## src/rtl/spi_reg_master_if.sv

```systemverilog
// Host handshake and SPI pin bundle for spi_reg_master.
interface spi_reg_master_if #(
    parameter int ADDR_W = 3,
    parameter int REG_W  = 8
);
    logic [1:0]        mode;
    logic              start;
    logic              rw;
    logic [ADDR_W-1:0] addr;
    logic [REG_W-1:0]  wdata;
    logic              busy;
    logic              done;
    logic [REG_W-1:0]  rdata;
    logic [REG_W-1:0]  status_o;
    logic              spi_clk;
    logic              spi_mosi;
    logic              spi_miso;
    logic              spi_cs_n;

    modport master (
        input  mode, start, rw, addr, wdata, spi_miso,
        output busy, done, rdata, status_o, spi_clk, spi_mosi, spi_cs_n
    );

    modport slave (
        output mode, start, rw, addr, wdata, spi_miso,
        input  busy, done, rdata, status_o, spi_clk, spi_mosi, spi_cs_n
    );
endinterface

```

## src/rtl/spi_reg_master.sv

```systemverilog
// SPI controller issuing two-byte register frames: command/status, then data.
module spi_reg_master #(
    parameter int ADDR_W  = 3,
    parameter int REG_W   = 8,
    parameter int CLK_DIV = 4,
    parameter int GAP_CYC = 8
) (
    input  logic             clk,
    input  logic             rstb,
    input  logic             ena,
    spi_reg_master_if.master bus
);
    localparam int DIV_W = $clog2(CLK_DIV);
    localparam int GAP_W = $clog2(GAP_CYC + 1);

    typedef enum logic [2:0] {
        S_IDLE, S_SETUP, S_BYTE0, S_GAP, S_BYTE1, S_HOLD, S_CSHIGH
    } state_t;

    state_t             state, state_nxt;
    logic [DIV_W-1:0]   div_cnt;
    logic [3:0]         edge_cnt;
    logic [GAP_W-1:0]   gap_cnt;
    logic               cpha_q;
    logic               rw_q;
    logic [REG_W-1:0]   wdata_q;
    logic [REG_W-1:0]   tx_shift;
    logic [REG_W-1:0]   rx_shift;
    logic               sclk_q;
    logic               done_q;
    logic [REG_W-1:0]   rdata_q;
    logic [REG_W-1:0]   status_q;

    logic               in_byte, hp_end, sclk_edge, lead, trail;
    logic               do_sample, do_shift, byte_end, cs_active;
    logic [REG_W-1:0]   cmd_byte, rx_next, rx_fin;

    assign bus.spi_clk  = sclk_q;
    assign bus.spi_mosi = tx_shift[REG_W-1];
    assign bus.done     = done_q;
    assign bus.rdata    = rdata_q;
    assign bus.status_o = status_q;

    // State register; frozen while ena is low.
    always_ff @(posedge clk or negedge rstb) begin
        if (!rstb)
            state <= S_IDLE;
        else if (ena)
            state <= state_nxt;
    end

    // Next-state sequencing through the frame phases.
    always_comb begin
        state_nxt = state;
        case (state)
            S_IDLE:   if (bus.start) state_nxt = S_SETUP;
            S_SETUP:  if (hp_end)    state_nxt = S_BYTE0;
            S_BYTE0:  if (byte_end)  state_nxt = S_GAP;
            S_GAP:    if (gap_cnt == GAP_W'(GAP_CYC - 1)) state_nxt = S_BYTE1;
            S_BYTE1:  if (byte_end)  state_nxt = S_HOLD;
            S_HOLD:   if (hp_end)    state_nxt = S_CSHIGH;
            S_CSHIGH: if (hp_end)    state_nxt = S_IDLE;
            default:                 state_nxt = S_IDLE;
        endcase
    end

    // Output decode: chip select, busy and the per-edge shift/sample strobes.
    always_comb begin
        in_byte   = (state == S_BYTE0) || (state == S_BYTE1);
        hp_end    = (div_cnt == DIV_W'(CLK_DIV - 1));
        sclk_edge = in_byte && hp_end;
        lead      = sclk_edge && !edge_cnt[0];
        trail     = sclk_edge &&  edge_cnt[0];
        // CPHA=1 leaves the first bit in place: the slave samples it on the first trailing edge.
        do_sample = cpha_q ? trail : lead;
        do_shift  = cpha_q ? (lead && (edge_cnt != 4'd0)) : trail;
        byte_end  = sclk_edge && (edge_cnt == 4'd15);
        cs_active = state inside {S_SETUP, S_BYTE0, S_GAP, S_BYTE1, S_HOLD};
        bus.spi_cs_n = !cs_active;
        bus.busy     = cs_active;
        cmd_byte = '0;
        cmd_byte[REG_W-1]    = bus.rw;
        cmd_byte[ADDR_W-1:0] = bus.addr;
        rx_next = {rx_shift[REG_W-2:0], bus.spi_miso};
        // The final CPHA=1 sample lands on the byte's last edge, so fold it in here.
        rx_fin  = do_sample ? rx_next : rx_shift;
    end

    // Datapath: counters, SCLK generation, shift registers and result capture.
    always_ff @(posedge clk or negedge rstb) begin
        if (!rstb) begin
            div_cnt  <= '0;
            edge_cnt <= '0;
            gap_cnt  <= '0;
            cpha_q   <= 1'b0;
            rw_q     <= 1'b0;
            wdata_q  <= '0;
            tx_shift <= '0;
            rx_shift <= '0;
            sclk_q   <= 1'b0;
            done_q   <= 1'b0;
            rdata_q  <= '0;
            status_q <= '0;
        end else if (ena) begin
            done_q <= (state == S_HOLD) && hp_end;

            if (state inside {S_SETUP, S_BYTE0, S_BYTE1, S_HOLD, S_CSHIGH})
                div_cnt <= hp_end ? '0 : div_cnt + DIV_W'(1);
            else
                div_cnt <= '0;

            if (in_byte)
                edge_cnt <= sclk_edge ? edge_cnt + 4'd1 : edge_cnt;
            else
                edge_cnt <= '0;

            gap_cnt <= (state == S_GAP) ? gap_cnt + GAP_W'(1) : '0;

            if (state == S_IDLE) begin
                sclk_q <= bus.mode[1];
                if (bus.start) begin
                    cpha_q   <= bus.mode[0];
                    rw_q     <= bus.rw;
                    wdata_q  <= bus.wdata;
                    tx_shift <= cmd_byte;
                end
            end

            if (sclk_edge)
                sclk_q <= ~sclk_q;
            if (do_sample)
                rx_shift <= rx_next;
            if (do_shift)
                tx_shift <= {tx_shift[REG_W-2:0], 1'b0};

            if (byte_end && (state == S_BYTE0)) begin
                status_q <= rx_fin;
                tx_shift <= rw_q ? wdata_q : '0;
            end
            if (byte_end && (state == S_BYTE1)) begin
                if (!rw_q)
                    rdata_q <= rx_fin;
                tx_shift <= '0;
            end
        end
    end
endmodule

```

## src/flat_wrapper.sv

```systemverilog
// flat-port wrapper written by rule: the top's interface ports become plain ports
module spi_reg_master_flat 
#(
    parameter int ADDR_W  = 3,
    parameter int REG_W   = 8,
    parameter int CLK_DIV = 4,
    parameter int GAP_CYC = 8
)
  (clk, rstb, ena, bus_mode, bus_start, bus_rw, bus_addr, bus_wdata, bus_spi_miso, bus_busy, bus_done, bus_rdata, bus_status_o, bus_spi_clk, bus_spi_mosi, bus_spi_cs_n);
  spi_reg_master_if #(.ADDR_W(ADDR_W), .REG_W(REG_W)) bus_i ();
  input  logic clk;
  input  logic rstb;
  input  logic ena;
  input wire logic [$bits(bus_i.mode)-1:0] bus_mode;
  input wire logic [$bits(bus_i.start)-1:0] bus_start;
  input wire logic [$bits(bus_i.rw)-1:0] bus_rw;
  input wire logic [$bits(bus_i.addr)-1:0] bus_addr;
  input wire logic [$bits(bus_i.wdata)-1:0] bus_wdata;
  input wire logic [$bits(bus_i.spi_miso)-1:0] bus_spi_miso;
  output wire logic [$bits(bus_i.busy)-1:0] bus_busy;
  output wire logic [$bits(bus_i.done)-1:0] bus_done;
  output wire logic [$bits(bus_i.rdata)-1:0] bus_rdata;
  output wire logic [$bits(bus_i.status_o)-1:0] bus_status_o;
  output wire logic [$bits(bus_i.spi_clk)-1:0] bus_spi_clk;
  output wire logic [$bits(bus_i.spi_mosi)-1:0] bus_spi_mosi;
  output wire logic [$bits(bus_i.spi_cs_n)-1:0] bus_spi_cs_n;
  assign bus_i.mode = bus_mode;
  assign bus_i.start = bus_start;
  assign bus_i.rw = bus_rw;
  assign bus_i.addr = bus_addr;
  assign bus_i.wdata = bus_wdata;
  assign bus_i.spi_miso = bus_spi_miso;
  assign bus_busy = bus_i.busy;
  assign bus_done = bus_i.done;
  assign bus_rdata = bus_i.rdata;
  assign bus_status_o = bus_i.status_o;
  assign bus_spi_clk = bus_i.spi_clk;
  assign bus_spi_mosi = bus_i.spi_mosi;
  assign bus_spi_cs_n = bus_i.spi_cs_n;
  spi_reg_master #(.ADDR_W(ADDR_W), .REG_W(REG_W), .CLK_DIV(CLK_DIV), .GAP_CYC(GAP_CYC)) u_core (.clk(clk), .rstb(rstb), .ena(ena), .bus(bus_i));
endmodule
```

## config.mk

```make
export PLATFORM = sky130hd
export DESIGN_NAME = spi_reg_master_flat
export DESIGN_NICKNAME = d
export VERILOG_FILES = /design/src/rtl/spi_reg_master_if.sv /design/src/rtl/spi_reg_master.sv /design/src/flat_wrapper.sv
export SDC_FILE = /design/constraint.sdc
export NUM_CORES = 1
export LEC_CHECK = 0
export CORE_MARGIN = 5
export CORE_UTILIZATION = 45
export DETAILED_ROUTE_END_ITERATION = 16
export PLACE_DENSITY = 0.66
export SLEW_MARGIN = 20
export SYNTH_ARGS = -nofsm -noshare
export SYNTH_HDL_FRONTEND = slang
export SYNTH_SLANG_ARGS = --single-unit
```

## constraint.sdc

```tcl
create_clock -name clk -period 3.15 [get_ports clk]
set_input_delay 0.7875 -clock clk [delete_from_list [all_inputs] [get_ports clk]]
set_output_delay 0.7875 -clock clk [all_outputs]
set_load 0.03 [all_outputs]
```

Yosys cells after proc, flatten, opt, wreduce, memory -nomap -nowiden
Cells that the tools add are included.

operators by class
  reduce and logical (&&, ||, !) cells = 25
  multiplexer cells = 24
  bitwise operators = 2
  eq/ne operators = 17
  add/sub/neg operators = 3

operators with widths
  cell                                                             count
  8-bit 2-to-1 mux                                                 7
  3-bit 2-to-1 mux                                                 7
  3-bit case mux with 7 select lines                               1
  4-bit 2-to-1 mux                                                 3
  2-bit by 1-bit != test with 1-bit output, second input constant  6
  4-bit nonzero test                                               3
  5-bit nonzero test                                               2
  3-bit == test, second input constant                             3
  3-bit AND reduction                                              3
  4-bit by 1-bit adder with 4-bit output, second input constant    2
  1-bit logical AND                                                8
  8-bit AND reduction                                              1
  3-bit by 2-bit == test with 1-bit output, second input constant  2
  2-bit AND reduction                                              3
  4-bit by 3-bit == test with 1-bit output, second input constant  1
  4-bit == test, second input constant                             1
  1-bit 2-to-1 mux                                                 4
  2-bit 2-to-1 mux                                                 2
  2-bit != test, second input constant                             2
  3-bit by 1-bit == test with 1-bit output, second input constant  1
  3-bit logical NOT                                                1
  2-bit by 1-bit adder with 2-bit output, second input constant    1
  2-bit == test, second input constant                             1
  1-bit logical NOT                                                2
  other kinds (3)                                                  4

word-level totals
  register bits after elaboration = 57
  logic and storage cells = 84
  output and inout bits = 21
  input bits = 19

Logic depth before layout (Yosys ltp)
Gate-level depths: netlist of the first run.

  depth after elaboration = 9
  gate-level depth with buffers = 8
  depth with buffers taken out = 7

Worst setup path after synthesis of the first run
OpenSTA, ideal clock, no wires.

  path type = register to output
  start = register u_core.state[1]
  end = output port bus_spi_cs_n
  stages on the path, launching flop included = 5
  data required time = 2362 ps
  arrival time = 1563 ps
  buffers on the path = 2
  path slack = 799 ps
  cell sequence = dfrtp_1 -> buf_2 -> clkbuf_1 -> a21oi_1 -> inv_1

between the ends
  longest elaborated chain between the ends = 3
  elaborated cells on any way between the ends = 7
  those cells by class = 5 x eq/ne; 2 x reduce/logical

ends and longest elaborated chain
  element                                                           line                  RTL
  start: declaration                                                spi_reg_master.sv:20  state_t state, state_nxt;
  start signal: assignment                                          spi_reg_master.sv:49  state <= state_nxt;
  3-bit by 1-bit == test with 1-bit output (tied with other cells)  spi_reg_master.sv:78  cs_active = state inside {S_SETUP, S_BYTE0, S_GAP, S_BYTE1, S_HOLD};
  5-bit nonzero test (*)                                            spi_reg_master.sv:78
  named net bus_busy                                                flat_wrapper.sv:20    output wire logic [$bits(bus_i.busy)-1:0] bus_busy;
  1-bit logical NOT (*)                                             spi_reg_master.sv:79  bus.spi_cs_n = !cs_active;
  end: declaration                                                  flat_wrapper.sv:26    output wire logic [$bits(bus_i.spi_cs_n)-1:0] bus_spi_cs_n;

The timed path passes the listed nets; every way through them passes the cells marked *.

Final worst setup path of the first run
  start = register u_core.state[0]
  end = output port bus_spi_cs_n

between the ends
  longest elaborated chain between the ends = 3
  elaborated cells on any way between the ends = 7
  those cells by class = 5 x eq/ne; 2 x reduce/logical

ends and longest elaborated chain
  element                                                           line
  3-bit by 1-bit == test with 1-bit output (tied with other cells)  spi_reg_master.sv:78
  5-bit nonzero test (*)                                            spi_reg_master.sv:78
  1-bit logical NOT (*)                                             spi_reg_master.sv:79

Every way passes the cells marked *; elsewhere a longest branch is shown, timed or not.

==> results of run 1 <==
## power by group
part	leakage (nW)	switching [mW]	internal, mW
clock	0.0929	0.306	0.368
combinational	0.726	0.462	0.318
sequential	0.752	0.126	0.870
total	1.57	0.894	1.56
## layout by cell type, fill, tap and decap left out, types with 4 or more instances in the layout
cell,synthesis,layout
sky130_fd_sc_hd__o221ai_1,4,4
sky130_fd_sc_hd__a21oi_1,16,16
sky130_fd_sc_hd__mux2_4,8,8
sky130_fd_sc_hd__ha_1,4,4
sky130_fd_sc_hd__o21ai_0,30,30
sky130_fd_sc_hd__nand2_1,55,55
sky130_fd_sc_hd__nand2b_1,4,4
sky130_fd_sc_hd__clkbuf_8,0,9
sky130_fd_sc_hd__a22o_1,11,11
sky130_fd_sc_hd__clkdlybuf4s50_1,0,38
sky130_fd_sc_hd__buf_4,0,7
sky130_fd_sc_hd__nor3_1,8,8
sky130_fd_sc_hd__o2bb2ai_1,4,4
sky130_fd_sc_hd__nor2_1,7,7
sky130_fd_sc_hd__inv_1,9,9
sky130_fd_sc_hd__mux2i_1,9,9
sky130_fd_sc_hd__nand3_1,9,9
sky130_fd_sc_hd__dfrtp_1,57,57
## layer usage
metal | vias up | share of wire | GRT usage
met3 | 6 | 0.074 | 0.0575
met5 | - | 0 | 0
li1 | 1140 | - | -
met2 | 79 | 0.43 | 0.236
met1 | 1097 | 0.48 | 0.240
met4 | 0 | 0.0095 | 0.0608
## worst register-to-register path: stages (launching register included)
cell and delay (ps):
sky130_fd_sc_hd__dfrtp_1 400, sky130_fd_sc_hd__ha_1 330, sky130_fd_sc_hd__and4_1 270, sky130_fd_sc_hd__and3_1 280, sky130_fd_sc_hd__nor3b_1 570, sky130_fd_sc_hd__a22o_1 240, sky130_fd_sc_hd__a22o_1 120
## worst max path at each step
stage                                           to  slack (ps)
global route                          bus_spi_cs_n         270
CTS                                       bus_busy         390
global placement    u_core.tx_shift[4]$_DFFE_PN0P_         700
detailed placement  u_core.tx_shift[3]$_DFFE_PN0P_         650
finish                                bus_spi_cs_n         420
floorplan                             bus_spi_cs_n         800
## per-stage QoR
| step | power, mW | utilization | hold WS (ps) | cell area (um2) | setup WS (ps) |
|---|---|---|---|---|---|
| 3_3_place_gp | 1.78 | 0.533 | 463 | 3370 | 700 |
| 4_1_cts | 2.47 | 0.564 | 484 | 3560 | 391 |
| 2_1_floorplan | 1.52 | - | 446 | 2910 | 799 |
| 3_5_place_dp | 1.78 | 0.533 | 472 | 3370 | 650 |
| 5_1_grt | 2.62 | 0.564 | 499 | 3560 | 270 |
| 6_report | 2.45 | 0.564 | 478 | 3560 | 417 |
## registers in the layout (all words and copies together) (netlist names), 2 cells and up
signal and count:
u_core.wdata_q 8, u_core.bus.status_o 8, u_core.bus.rdata 8, u_core.rx_shift 8, u_core.state 3, u_core.div_cnt 2, u_core.tx_shift 8, u_core.edge_cnt 4
u_core.gap_cnt 4
## synth_stat cells (2+ instances only)
master and count:
sky130_fd_sc_hd__dfrtp_1 57, sky130_fd_sc_hd__nand2_1 55, sky130_fd_sc_hd__o21ai_0 30, sky130_fd_sc_hd__a21oi_1 16, sky130_fd_sc_hd__a22o_1 11, sky130_fd_sc_hd__inv_1 9, sky130_fd_sc_hd__mux2i_1 9, sky130_fd_sc_hd__nand3_1 9
sky130_fd_sc_hd__mux2_4 8, sky130_fd_sc_hd__nor3_1 8, sky130_fd_sc_hd__buf_2 7, sky130_fd_sc_hd__clkbuf_1 7, sky130_fd_sc_hd__nor2_1 7, sky130_fd_sc_hd__ha_1 4, sky130_fd_sc_hd__nand2b_1 4, sky130_fd_sc_hd__o221ai_1 4
sky130_fd_sc_hd__o2bb2ai_1 4, sky130_fd_sc_hd__a31oi_1 3, sky130_fd_sc_hd__and2_1 3, sky130_fd_sc_hd__nor2b_1 3, sky130_fd_sc_hd__nor4_1 3, sky130_fd_sc_hd__nor4b_1 3, sky130_fd_sc_hd__o21ai_1 3, sky130_fd_sc_hd__a21o_1 2
sky130_fd_sc_hd__and2_4 2, sky130_fd_sc_hd__and3_1 2, sky130_fd_sc_hd__nor3_2 2, sky130_fd_sc_hd__o211ai_1 2, sky130_fd_sc_hd__o31ai_1 2, sky130_fd_sc_hd__or3_1 2
## kinds of logic (layout without fill, tap and decap cells)
kind of cell | count (synthesis) | after routing | synth area share
AOI/OAI and AO/OA | 81 | 81 | 0.176
and+or+nand+nor | 111 | 111 | 0.194
xor gates and xnor gates | 2 | 2 | 0.00861
DFF | 57 | 57 | 0.491
muxes | 18 | 18 | 0.0762
buffers and inverters | 25 | 71 | 0.0379
adders and majority gates | 4 | 4 | 0.0172
## layout make-up
cell class / instances / share of cell area
tap: 77 / 0.0271
inverter: 9 / 0.00949
timing repair buffer: 46 / 0.123
clock inverter: 6 / 0.0190
multi-input combinational: 216 / 0.385
sequential: 57 / 0.401
clock buffer: 10 / 0.0358
==> impl_metrics.csv, run 1 <==
group,metric,value,unit
status,run_status,"finished, final reports clean",
setup_path,kind_of_cell_adding_the_most_delay_to_the_critical_path,"buffers and inverters",
setup_path,worst_ep_required_time,2360,ps
grt,antenna_violations_before_repair,0,
final_layout,finish.net_count,362,
floorplanning,start_util,0.461,
synth,synth.ff_latch_count,57,
worst_hold_path,worst_hold_path.endpoint,"u_core.bus.status_o[6]$_DFFE_PN0P_",
synth,yosys_warnings,0,
route,antenna_left,0,
route,initialDrtViolationCount,129,
floorplanning,core-area,0.00631,mm2
worst_hold_path,worst_hold_path_type,"reg2reg",
setup_path,timing.reg2reg.worst_path_depth,6,
final_layout,final_cells,421,
final_layout,area_of_the_multi_input_gates,0.00137,mm2
setup_path,rr_startpoint,"u_core.div_cnt[0]$_DFFE_PN0P_",
placed_design,post-dp-hpwl,4520,um
power,power-per-cell-area,688,mW/mm2
cts,cts_resized,0,
timing,tightestPinTransition,750,ps
synth,synth_area_per_cell,9.76,um2
cts,cts_made_buffers,9,
setup_path,critical_path.endpoint_type,"primary output",
timing,rsz0062_at_grt,"false",
timing,layout_worst_path_cycle_share,0.868,
grt,global_route_wire_length_before_repair,11300,um
worst_hold_path,timing.hold.worst_path_depth,2,
grt,grt_overflow_total,0,
setup_path,arrival_time_at_the_worst_endpoint,1950,ps
route,vias_per_cell,5.52,
cts,ctsLongestPathBuffers,2,
synth,ys_types,47,
route,routed_wire_length_per_instance,15.2,um
synth,synth_enable_flop_cells,0,
final_layout,layout.area.seq,0.00143,mm2
setup_path,critical_path_cell_count,4,
cts,worstSkewPairLatency,340,ps
setup_path,path_buf_inv,2,
final_layout,num_antenna_cells,0,
cts,cts_root_buffer_type,"sky130_fd_sc_hd__clkbuf_8",
route,drt_first_pass_iters,4,
final_layout,drive_above_1_share,0.122,
setup_path,critical_path.cell_chain,"nor3_1, a21oi_1, inv_1, clkdlybuf4s50_1",
timing,finalSetupViolCount,0,
setup_path,r2r_slack,880,ps
synth,post_synth_main_area_contributors,"sky130_fd_sc_hd__dfrtp_1 (49%), sky130_fd_sc_hd__nand2_1 (7.1%), sky130_fd_sc_hd__o21ai_0 (5.2%)",
route,detailroute.via_count,2322,
synth,seq_area_frac_synth,0.491,
setup_path,cp_max_fo,16,
final_layout,flow.area_growth_from_synthesis,22.5,%
floorplanning,fp-row-count,29,
synth,synthFlopType,"sky130_fd_sc_hd__dfrtp_1",
timing,achievable-frequency,366,MHz
grt,grt_pass1_vias,2267,
grt,pin_count_of_the_biggest_net_entering_global_routing,58,
worst_hold_path,hold_path_startpoint,"u_core.bus.status_o[6]$_DFFE_PN0P_",
placed_design,placed_cells_incl_taps,405,
synth,yosys.area.top_type,"sky130_fd_sc_hd__dfrtp_1",
timing,final.min_clock_period,2730,ps
synth,syn_nets,321,
setup_path,crit_path_max_incr_delay,660,ps
route,drcViolationCount,0,
setup_path,crit_slowest_cell,"sky130_fd_sc_hd__clkdlybuf4s50_1",
timing,tns,0,ps
cts,cts-htree-levels,3,
power,p_leak,1.57,nW
cts,cts_setup_buffers,0,
final_layout,fillers,560,
floorplanning,die_w,90.4,um
setup_path,crit_type,"reg2out",
synth,ffs_w_async_s_r_synth,1.00,
setup_path,reg2reg_to,"u_core.tx_shift[5]$_DFFE_PN0P_",
timing,timing_max_transition_violations_final,0,
synth,post-synth-top-area-fraction,0.491,
setup_path,timing.critical_path.from_type,"flip-flop",
cts,clock_sinks,57,
grt,groute.usage.overall,0.168,
timing,final-hold-violation-count,0,
placed_design,globalplace.congestion,0.838,
route,wirelength_routed,6410,um
run,maxCapViolCount,0,
synth,netlist_area,0.00291,mm2
timing,fin_skew,11.2,ps
cts,cts.reportedPaths.clkPinSlew,70,ps
floorplanning,die-height,90.4,um
timing,slew-limit-headroom,0.497,
cts,cts_tree,"built",
floorplanning,floorplan.io_pins,40,
floorplanning,design.die.area,0.00817,mm2
setup_path,startpoint,"u_core.state[0]$_DFFE_PN0P_",
cts,cts-hold-fix-buffers,0,
synth,post_synth_inst_count,298,
power,vdd_drop_max,0.772,mV
placed_design,io_buffer_count,39,
Note: power is estimated with default switching activity, not from simulation.
==> run 2: changes to the inputs <==
--- a/config.mk
+++ b/config.mk
@@ -5,9 +5,11 @@
 export SDC_FILE = /design/constraint.sdc
 export NUM_CORES = 1
 export LEC_CHECK = 0
+export CAP_MARGIN = 20
 export CORE_MARGIN = 5
 export CORE_UTILIZATION = 45
 export DETAILED_ROUTE_END_ITERATION = 16
+export GPL_ROUTABILITY_DRIVEN = 0
 export PLACE_DENSITY = 0.66
 export SLEW_MARGIN = 20
 export SYNTH_ARGS = -nofsm -noshare
==> results of run 2 <==
Final layout, timing and power as in run 1 (identical DEF).
==> run 3: changes to the inputs <==
--- a/config.mk
+++ b/config.mk
@@ -11,7 +11,6 @@
 export DETAILED_ROUTE_END_ITERATION = 16
 export GPL_ROUTABILITY_DRIVEN = 0
 export PLACE_DENSITY = 0.66
-export SLEW_MARGIN = 20
 export SYNTH_ARGS = -nofsm -noshare
 export SYNTH_HDL_FRONTEND = slang
 export SYNTH_SLANG_ARGS = --single-unit
==> results of run 3 <==
Final layout, timing and power as in run 1 (identical DEF).
